### config.mk
export PLATFORM = sky130hd
export DESIGN_NAME = store_trace_monitor
export DESIGN_NICKNAME = d
export VERILOG_FILES = /design/src/rtl/store_trace_monitor.sv
export SDC_FILE = /design/constraint.sdc
export NUM_CORES = 1
export LEC_CHECK = 0
export CAP_MARGIN = 20
export CORE_UTILIZATION = 63
export DETAILED_ROUTE_END_ITERATION = 8
export PLACE_DENSITY = 0.94
export SETUP_SLACK_MARGIN = 0.05
export SLEW_MARGIN = 20
export SYNTH_ARGS = -nofsm -noshare
export SYNTH_HDL_FRONTEND = slang
export SYNTH_SLANG_ARGS = --single-unit
### constraint.sdc
create_clock -name clk -period 27.3 [get_ports clk]
set_input_delay 2.73 -clock clk [delete_from_list [all_inputs] [get_ports clk]]
set_output_delay 2.73 -clock clk [all_outputs]
set_load 0.005 [all_outputs]
### src/rtl/store_trace_monitor.sv
// ---------------------------------------------------------------------------
// store_trace_monitor
//
// Watches the multicycle CPU store port and pc. Every accepted store is logged
// as {dataaddr, writedata, pc} into a first-word-fall-through FIFO for the
// bench to drain. The test is over when the CPU stores to DONE_ADDR: the
// stored value decides pass/fail. A pc-stall watchdog flags a hung CPU.
// DONE and HANG are terminal until reset; only the FIFO drain keeps working.
//
// Optional feature (macro STORE_TRACE_FILTER_EN): only stores whose address
// lies in [FILTER_LO, FILTER_HI] are pushed into the FIFO. Counting and the
// done check still see every store.
//
// Ports:
//   clk        system clock, rising edge
//   reset      asynchronous active-low reset
//   pc         CPU program counter
//   memwrite   store strobe, one cycle per store
//   dataaddr   store address
//   writedata  store data
//   rd_en      pop the FIFO head
//   rd_valid   FIFO non-empty, head presented on rd_addr/rd_data/rd_pc
//   rd_addr    head entry address
//   rd_data    head entry data
//   rd_pc      head entry pc (sampled with the store)
//   store_cnt  stores observed, saturating
//   overflow   sticky, a store was dropped on a full FIFO
//   done       sticky, done store seen
//   pass       verdict, meaningful when done=1
//   hang       sticky, watchdog fired
// ---------------------------------------------------------------------------
module store_trace_monitor #(
  parameter int unsigned DEPTH       = 8,
  parameter logic [31:0] DONE_ADDR   = 32'h0000_00FC,
  parameter logic [31:0] PASS_VALUE  = 32'h0000_0001,
  parameter int unsigned HANG_CYCLES = 64,
  parameter logic [31:0] FILTER_LO   = 32'h0000_0000,
  parameter logic [31:0] FILTER_HI   = 32'h0000_00FF
) (
  input  logic        clk,
  input  logic        reset,
  input  logic [31:0] pc,
  input  logic        memwrite,
  input  logic [31:0] dataaddr,
  input  logic [31:0] writedata,
  input  logic        rd_en,
  output logic        rd_valid,
  output logic [31:0] rd_addr,
  output logic [31:0] rd_data,
  output logic [31:0] rd_pc,
  output logic [15:0] store_cnt,
  output logic        overflow,
  output logic        done,
  output logic        pass,
  output logic        hang
);

  localparam int AW = $clog2(DEPTH);
  localparam int SW = $clog2(HANG_CYCLES);
  localparam logic [SW-1:0] STALL_MAX = SW'(HANG_CYCLES - 1);

  typedef enum logic [1:0] {ST_RUN, ST_DONE, ST_HANG} state_e;

  typedef struct packed {
    logic [31:0] addr;
    logic [31:0] data;
    logic [31:0] pc;
  } entry_t;

  state_e        state_q, state_d;
  logic [AW:0]   wr_ptr_q, wr_ptr_d;
  logic [AW:0]   rd_ptr_q, rd_ptr_d;
  logic [15:0]   cnt_q, cnt_d;
  logic [SW-1:0] stall_q, stall_d;
  logic [31:0]   last_pc_q, last_pc_d;
  logic          pass_q, pass_d;
  logic          overflow_q, overflow_d;

  entry_t        mem_q [DEPTH];
  entry_t        head;
  logic          empty, full, pop, push, hang_fire, in_window;

  // Extra pointer MSB tells full from empty when the index bits match.
  assign empty = (wr_ptr_q == rd_ptr_q);
  assign full  = (wr_ptr_q[AW] != rd_ptr_q[AW]) &&
                 (wr_ptr_q[AW-1:0] == rd_ptr_q[AW-1:0]);
  assign pop   = rd_en && !empty;

`ifdef STORE_TRACE_FILTER_EN
  assign in_window = (dataaddr >= FILTER_LO) && (dataaddr <= FILTER_HI);
`else
  logic unused_filter;
  assign in_window     = 1'b1;
  assign unused_filter = ^{FILTER_LO, FILTER_HI};
`endif

  always_comb begin
    // NOTE: every signal gets a default first so no path leaves it unassigned (no latches).
    state_d    = state_q;
    wr_ptr_d   = wr_ptr_q;
    rd_ptr_d   = rd_ptr_q;
    cnt_d      = cnt_q;
    stall_d    = stall_q;
    last_pc_d  = last_pc_q;
    pass_d     = pass_q;
    overflow_d = overflow_q;
    push       = 1'b0;
    hang_fire  = 1'b0;

    if (pop) rd_ptr_d = rd_ptr_q + 1'b1;

    if (state_q == ST_RUN) begin
      last_pc_d = pc;
      if (pc == last_pc_q) begin
        if (stall_q == STALL_MAX) hang_fire = 1'b1;
        else                      stall_d   = stall_q + 1'b1;
      end else begin
        stall_d = '0;
      end

      if (memwrite) begin
        if (cnt_q != 16'hFFFF) cnt_d = cnt_q + 16'd1;
        if (in_window) begin
          // A simultaneous pop frees the slot, so a full FIFO still accepts.
          if (!full || pop) push       = 1'b1;
          else              overflow_d = 1'b1;
        end
      end

      // The done store has priority over a watchdog firing in the same cycle.
      if (memwrite && (dataaddr == DONE_ADDR)) begin
        state_d = ST_DONE;
        pass_d  = (writedata == PASS_VALUE);
      end else if (hang_fire) begin
        state_d = ST_HANG;
      end
    end

    if (push) wr_ptr_d = wr_ptr_q + 1'b1;
  end

  always_ff @(posedge clk or negedge reset) begin
    if (!reset) begin
      // NOTE: sequential state uses non-blocking assignments so all registers update together.
      state_q    <= ST_RUN;
      wr_ptr_q   <= '0;
      rd_ptr_q   <= '0;
      cnt_q      <= '0;
      stall_q    <= '0;
      last_pc_q  <= '0;
      pass_q     <= 1'b0;
      overflow_q <= 1'b0;
    end else begin
      state_q    <= state_d;
      wr_ptr_q   <= wr_ptr_d;
      rd_ptr_q   <= rd_ptr_d;
      cnt_q      <= cnt_d;
      stall_q    <= stall_d;
      last_pc_q  <= last_pc_d;
      pass_q     <= pass_d;
      overflow_q <= overflow_d;
    end
  end

  // NOTE: storage is deliberately not reset; the head is masked to zero while empty instead.
  always_ff @(posedge clk) begin
    if (push) mem_q[wr_ptr_q[AW-1:0]] <= '{addr: dataaddr, data: writedata, pc: pc};
  end

  assign head      = mem_q[rd_ptr_q[AW-1:0]];
  assign rd_valid  = !empty;
  assign rd_addr   = empty ? 32'd0 : head.addr;
  assign rd_data   = empty ? 32'd0 : head.data;
  assign rd_pc     = empty ? 32'd0 : head.pc;
  assign store_cnt = cnt_q;
  assign overflow  = overflow_q;
  assign done      = (state_q == ST_DONE);
  assign pass      = pass_q;
  assign hang      = (state_q == ST_HANG);

endmodule

==> reports/results.ini, run 1 <==
[logic_synthesis]
postSynthAreaPerCell_um2=21.4
synthTopCellsByCount=768 x edfxtp_1, 192 x mux4_2, 103 x nor2_1
synth_nets=1618
synth.distinct_cells=46
synth_top_area_cell=edfxtp_1
ys_seq_area_share_pct=76.3
yosys_warnings=0
synth-edff-count=768
synth.most_common_cell=edfxtp_1
yosys_most_used_dff=edfxtp_1
synth_async_sr_flop_share_pct=7.91
syn_inst=1514
ys_ff_latch=834
netlist_area_um2=32400
synth.top_cell.area_share_pct=71.2
synthTopCellsByArea=edfxtp_1 71%, mux4_2 13%, dfrtp_1 5.1%

[timing]
finalCritPeriodShare_pct=27.7
setup_tns_ps=0
max_freq_mhz=132
min_period_ps=7550
slew_viol_final=0
skew_ps=39.6
hold_viol=0
slew_headroom_pct=24.1
rsz0062_at_grt=false
worst_slew_pin_slew_ps=1140
setup_viol=0

[drt]
dr.max_layer_used=met5
viasPerCell=6.54
drtPass1Iterations=5
drt-met1-wl_mm=26.4
drc=0
via_count=16400
routed_wl_mm=73.7
dr_wl_met2_mm=38.3
drtIter0Drc=1591
ant_nets=0
wl_per_cell_um=29.4
met3WireLength_mm=6.42

[critical_path]
crit_arrival_ps=4820
worstSetupEndpointType=primary output
worstPathRequired_ps=24570
cpPeakStageDelay_ps=880
path_class=flop to primary output
cp_max_fo=116
crit_family=buffers and inverters
cp_cell_sequence=buf_4 -> buf_12 -> mux4_2 -> mux2i_1 -> nor2_1 -> clkdlybuf4s50_1
slowest_stage=dfrtp_4
critPathLaunchType=flop
crit_buf_inv=3

[run_status]
outcome=finished clean

[placed_design]
place.port_buffers=216
dp_hpwl_mm=38.4
placed_cells=2356
placed_area_um2=35400
gp_congestion=0.765

[layout]
drive_above_1_share_pct=21.3
fin_nets=1870
syn2layout_area_growth_pct=17.2
fin_area_um2=38000
finalNonFillerCells=2507

[clock_tree]
post_cts_buffers=0
cts_tree=done
cts_buffer_depth=3
cts-resized-gates=0
clockRootBuffer=clkbuf_16
path_clk_slew_ps=60
worstSkewPairLatency_ps=640
cts_max_level=3
cts_made_buffers=79
hold_buffers=0
cts.sinks=834

[power_and_ir_drop]
seqPwrFrac_pct=41.2
power-per-cell-area_nw_per_um2=92.5
p_leak_nw=12.5
combPwrFrac_pct=28.1
intPower_mw=2.56
power_frac_clock_pct=30.7
swShare_pct=27.1
switchingPower_mw=0.951
finalPower_mw=3.51
vdd_ir_drop_max_mv=0.0984

[global_route]
grt_overflow=0
grt_pass1_vias=17400
grt_pass1_wl_mm=109
grt.total_usage_pct=28.9
antenna_found_initial=9
grt_max_degree=117

[die]
die_w_um=229
ios=217
num_rows=82
start_util_pct=64.1
core_area_um2=50500
dieArea_um2=52300
dieHeight_um=229

[hold_path]
hold_class=flop to flop

[job]
max-cap-violations=0

## power groups by stage
stage | logic (mW) | clock network [mW] | registers (mW)
3_3_place_gp | 0.952 | 0 | 1.48
4_1_cts | 0.998 | 1.09 | 1.45
2_1_floorplan | 0.597 | 0 | 1.43
6_report | 0.987 | 1.08 | 1.45
5_1_grt | 1.05 | 1.13 | 1.45
3_5_place_dp | 0.972 | 0 | 1.48
## area by class of cell
| class | count | area [um2] |
|---|---|---|
| clock inverters | 45 | 403 |
| flip-flops and latches | 834 | 24700 |
| multi-input cells | 598 | 7380 |
| inverters | 9 | 33.8 |
| fillers | 2606 | 12500 |
| repair buffers | 244 | 2420 |
| diodes | 2 | 5.00 |
| clock buffers | 103 | 2150 |
| well taps | 672 | 841 |
## layout by cell type (no fill, tap or decap), types with 3 or more instances in the layout
cell type,instances
mux2_2,33
clkinv_2,13
nand3_1,16
dfrtp_4,3
clkdlybuf4s50_1,215
xor2_1,4
dfrtp_1,63
clkinv_1,16
nor2_1,102
clkbuf_1,17
inv_6,3
nor3_2,4
nor4_2,4
mux2i_1,96
xnor2_1,52
clkbuf_8,6
clkbuf_16,80
nor4b_2,3
mux4_2,192
ha_1,4
nor4_1,12
buf_4,26
inv_1,8
clkinvlp_4,4
edfxtp_1,768
nand2_1,13
bufinv_16,5
a21oi_1,7
and3_1,6
nand4_1,19
## worst register-to-register path, stage by stage (launching register included)
cell and delay (ps):
dfrtp_4 1100, xnor2_1 180, nand3_1 260, o311a_1 280, nand2_1 140, nor3b_2 220
buf_4 340, buf_4 750
## registers in the layout (all words and copies together) (netlist names)
signal / cells
mem_q: 768
last_pc_q: 32
store_cnt: 16
stall_q: 6
rd_ptr_q: 4
wr_ptr_q: 4
state_q: 2
overflow: 1
pass: 1
## path summary, 6_finish.rpt
check                                   startpoint                   endpoint  slack, ps  cells after the start
max                        rd_ptr_q[0]$_DFFE_PN0P_                rd_addr[22]      19750                      6
min                           overflow$_DFFE_PN0P_       overflow$_DFFE_PN0P_        470                      2
max reg2reg                rd_ptr_q[2]$_DFFE_PN0P_     mem_q[3][53]$_DFFE_PP_      23580                      7
min reg2reg                   overflow$_DFFE_PN0P_       overflow$_DFFE_PN0P_        470                      2
max in group asynchronous                    reset    rd_ptr_q[1]$_DFFE_PN0P_      24350                      1
min in group asynchronous                    reset  last_pc_q[28]$_DFFE_PN0P_       2250                      1
## metal layers
metal | up-vias | track usage [%]
met5 | - | 0
met4 | 16 | 12.5
met3 | 181 | 6.86
met2 | 962 | 48.4
met1 | 8498 | 36.3
li1 | 6727 | -
## through the flow
stage / hold slack [ps] / setup slack, ps / util, %
3_5_place_dp: 467 / 20330 / 70.1
5_1_grt: 522 / 19380 / 75.2
3_3_place_gp: 455 / 20380 / 70.0
6_report: 471 / 19750 / 75.2
2_1_floorplan: 454 / 13710 / -
4_1_cts: 479 / 19610 / 75.1
## kinds of logic (layout without fill, tap and decap cells)
| group | Yosys count | count (layout) | share of synthesized area [%] |
|---|---|---|---|
| simple gates | 194 | 194 | 2.93 |
| other cells | 0 | 2 | 0 |
| compound gates | 21 | 21 | 0.475 |
| xor+xnor | 56 | 56 | 1.51 |
| fa+ha+maj | 4 | 4 | 0.155 |
| mux | 323 | 323 | 17.5 |
| flops | 834 | 834 | 76.3 |
| buf+inv | 82 | 401 | 1.06 |
Power figures use the tool's default switching activity.
==> run 2, diff against run 1 <==
--- a/config.mk
+++ b/config.mk
@@ -6,9 +6,9 @@
 export NUM_CORES = 1
 export LEC_CHECK = 0
 export CAP_MARGIN = 20
-export CORE_UTILIZATION = 63
+export CORE_UTILIZATION = 53
 export DETAILED_ROUTE_END_ITERATION = 8
-export PLACE_DENSITY = 0.94
+export PLACE_DENSITY = 0.86
 export SETUP_SLACK_MARGIN = 0.05
 export SLEW_MARGIN = 20
 export SYNTH_ARGS = -nofsm -noshare
==> constraint.sdc (replaced) <==
create_clock -name clk -period 6.7 [get_ports clk]
set_input_delay 0.67 -clock clk [delete_from_list [all_inputs] [get_ports clk]]
set_output_delay 0.67 -clock clk [all_outputs]
set_load 0.005 [all_outputs]
==> reports/results.ini, run 2 (synthesized netlist as in run 1, its figures left out) <==
[run_status]
outcome=finished clean

[layout]
fin_util_pct=63.3  ; -12 points
diodes=0  ; -2
drive_above_1_share_pct=21.6  ; +0.28 points
fillers=3887  ; +49%
syn2layout_area_growth_pct=18.0
finalNonFillerCells=2614  ; +4.3%
fin_area_um2=38200  ; +0.62%
fin_nets=1870  ; unchanged
largest_reg_flops=768  ; unchanged
final_common_cell=edfxtp_1
layout_common_cells=768 x edfxtp_1, 215 x clkdlybuf4s50_1, 192 x mux4_2

[placed_design]
gp_congestion=0.751  ; -1.9%
dp_hpwl_mm=37.6  ; -2.2%
placed_cells=2464  ; +4.6%
place.port_buffers=216  ; unchanged
placed_area_um2=35500  ; +0.45%

[critical_path]
worstPathRequired_ps=6030  ; -18540 ps
critPathLaunchType=flop
cp_max_fo=44  ; -62%
worstSetupEndpointType=primary output
path_class=flop to primary output
crit_arrival_ps=3920  ; -900 ps
rrSetupSlack_ps=2960  ; -20620 ps

[timing]
slew_headroom_pct=32.9  ; +8.9 points
hold_viol=0  ; unchanged
finalCritPeriodShare_pct=68.5
max_freq_mhz=218
rsz0062_at_grt=false
worst_slew_pin_slew_ps=1010  ; -133 ps
setup_tns_ps=0  ; unchanged
min_period_ps=4590
skew_ps=13.9  ; -25.7 ps
setup_viol=0  ; unchanged
slew_viol_final=0  ; unchanged

[global_route]
antenna_found_initial=2  ; -7
grt_pass1_vias=16800  ; -3.5%
grt.total_usage_pct=22.8  ; -6.0 points
grt_pass1_wl_mm=105  ; -3.7%
grt_overflow=0  ; unchanged
grt_max_degree=115  ; -1.7%

[drt]
via_count=15800  ; -3.3%
wl_per_cell_um=26.5  ; -9.8%
routed_wl_mm=69.3  ; -5.9%
drtIter0Drc=1426  ; -10%
ant_nets=0  ; unchanged
drc=0  ; unchanged
viasPerCell=6.06  ; -7.3%
drtPass1Iterations=7  ; +2

[power_and_ir_drop]
intPower_mw=10.6  ; +310%
vdd_ir_drop_max_mv=0.422  ; +330%
switchingPower_mw=3.78  ; +300%
swShare_pct=26.3  ; -0.81 points
seqPwrFrac_pct=41.0  ; -0.2 points
p_leak_nw=12.6  ; +0.38%
power-per-cell-area_nw_per_um2=376  ; +310%
combPwrFrac_pct=27.5  ; -0.6 points
power_frac_clock_pct=31.5  ; +0.8 points

[clock_tree]
cts_max_level=3  ; unchanged
cts-resized-gates=0  ; unchanged
post_cts_buffers=0  ; unchanged
cts_made_buffers=82  ; +3.8%
cts_buffer_depth=3  ; unchanged
cts_tree=done
worstSkewPairLatency_ps=630  ; about the same
hold_buffers=0  ; unchanged
cts.sinks=834  ; unchanged
clockRootBuffer=clkbuf_16
path_clk_slew_ps=70  ; about the same

[die]
num_rows=90  ; +9.8%
dieArea_um2=62100  ; +19%
die_w_um=249  ; +8.9%
start_util_pct=53.6  ; -10 points
dieHeight_um=249  ; +8.9%
ios=217  ; unchanged
core_area_um2=60400  ; +20%

[hold_path]
hold_class=input port to asynchronous set/reset pin

[job]
max-cap-violations=0  ; unchanged

[run 2: area by class of cell]
cell class,instances,area (um2),area share (%)
tap,782,978,2.56
clock buffer,112,2310,6.05
clock inverter,38,350,0.917
multi-input combinational,598,7410,19.4
sequential,834,24700,64.7
timing repair buffer,241,2380,6.24
inverter,9,33.8,0.0884
[run 2: path summary, 6_finish.rpt]
kind	startpoint	end	depth (start not counted)
setup reg to reg	rd_ptr_q[1]$_DFFE_PN0P_	mem_q[7][50]$_DFFE_PP_	5
setup / recovery	rd_ptr_q[0]$_DFFE_PN0P_	rd_pc[14]	5
hold reg to reg	wr_ptr_q[3]$_DFFE_PN0P_	wr_ptr_q[3]$_DFFE_PN0P_	1
min in group clk	wr_ptr_q[3]$_DFFE_PN0P_	wr_ptr_q[3]$_DFFE_PN0P_	1
hold / removal	reset	store_cnt[1]$_DFFE_PN0P_	1
max in group asynchronous	reset	rd_ptr_q[2]$_DFFE_PN0P_	1
[run 2: critical path, stage by stage (launching register included)]
cell and delay [ps]:
dfrtp_4 1010, buf_4 750, mux4_2 620, mux2i_1 330
nor2_1 80, clkdlybuf4s50_1 470
[run 2: metal layers]
metal,GRT usage (%),routed length [um],vias up
met4,5.87,1340,4
met2,39.3,36700,630
met3,4.93,4930,101
met5,0,23,-
li1,-,-,6722
met1,29.7,26400,8387
[run 2: power by group through the flow]
stage               Combinational (mW)  Sequential [mW]  Clock, mW
floorplan                         2.43             5.81          0
global placement                  3.93             6.01          0
detailed placement                3.98             6.02          0
CTS                               4.03             5.90       4.60
global route                      4.22             5.91       4.81
finish                            3.95             5.90       4.53
[run 2: through the flow]
| step | hold WS [ps] | power [mW] | setup WS (ps) |
|---|---|---|---|
| after floorplan | 374 | 8.24 | -2160 |
| after global placement | 475 | 9.94 | 2710 |
| after detailed placement | 470 | 10.0 | 2700 |
| after CTS | 195 | 14.5 | 1990 |
| after global routing | 244 | 14.9 | 1850 |
| final | 175 | 14.4 | 2110 |
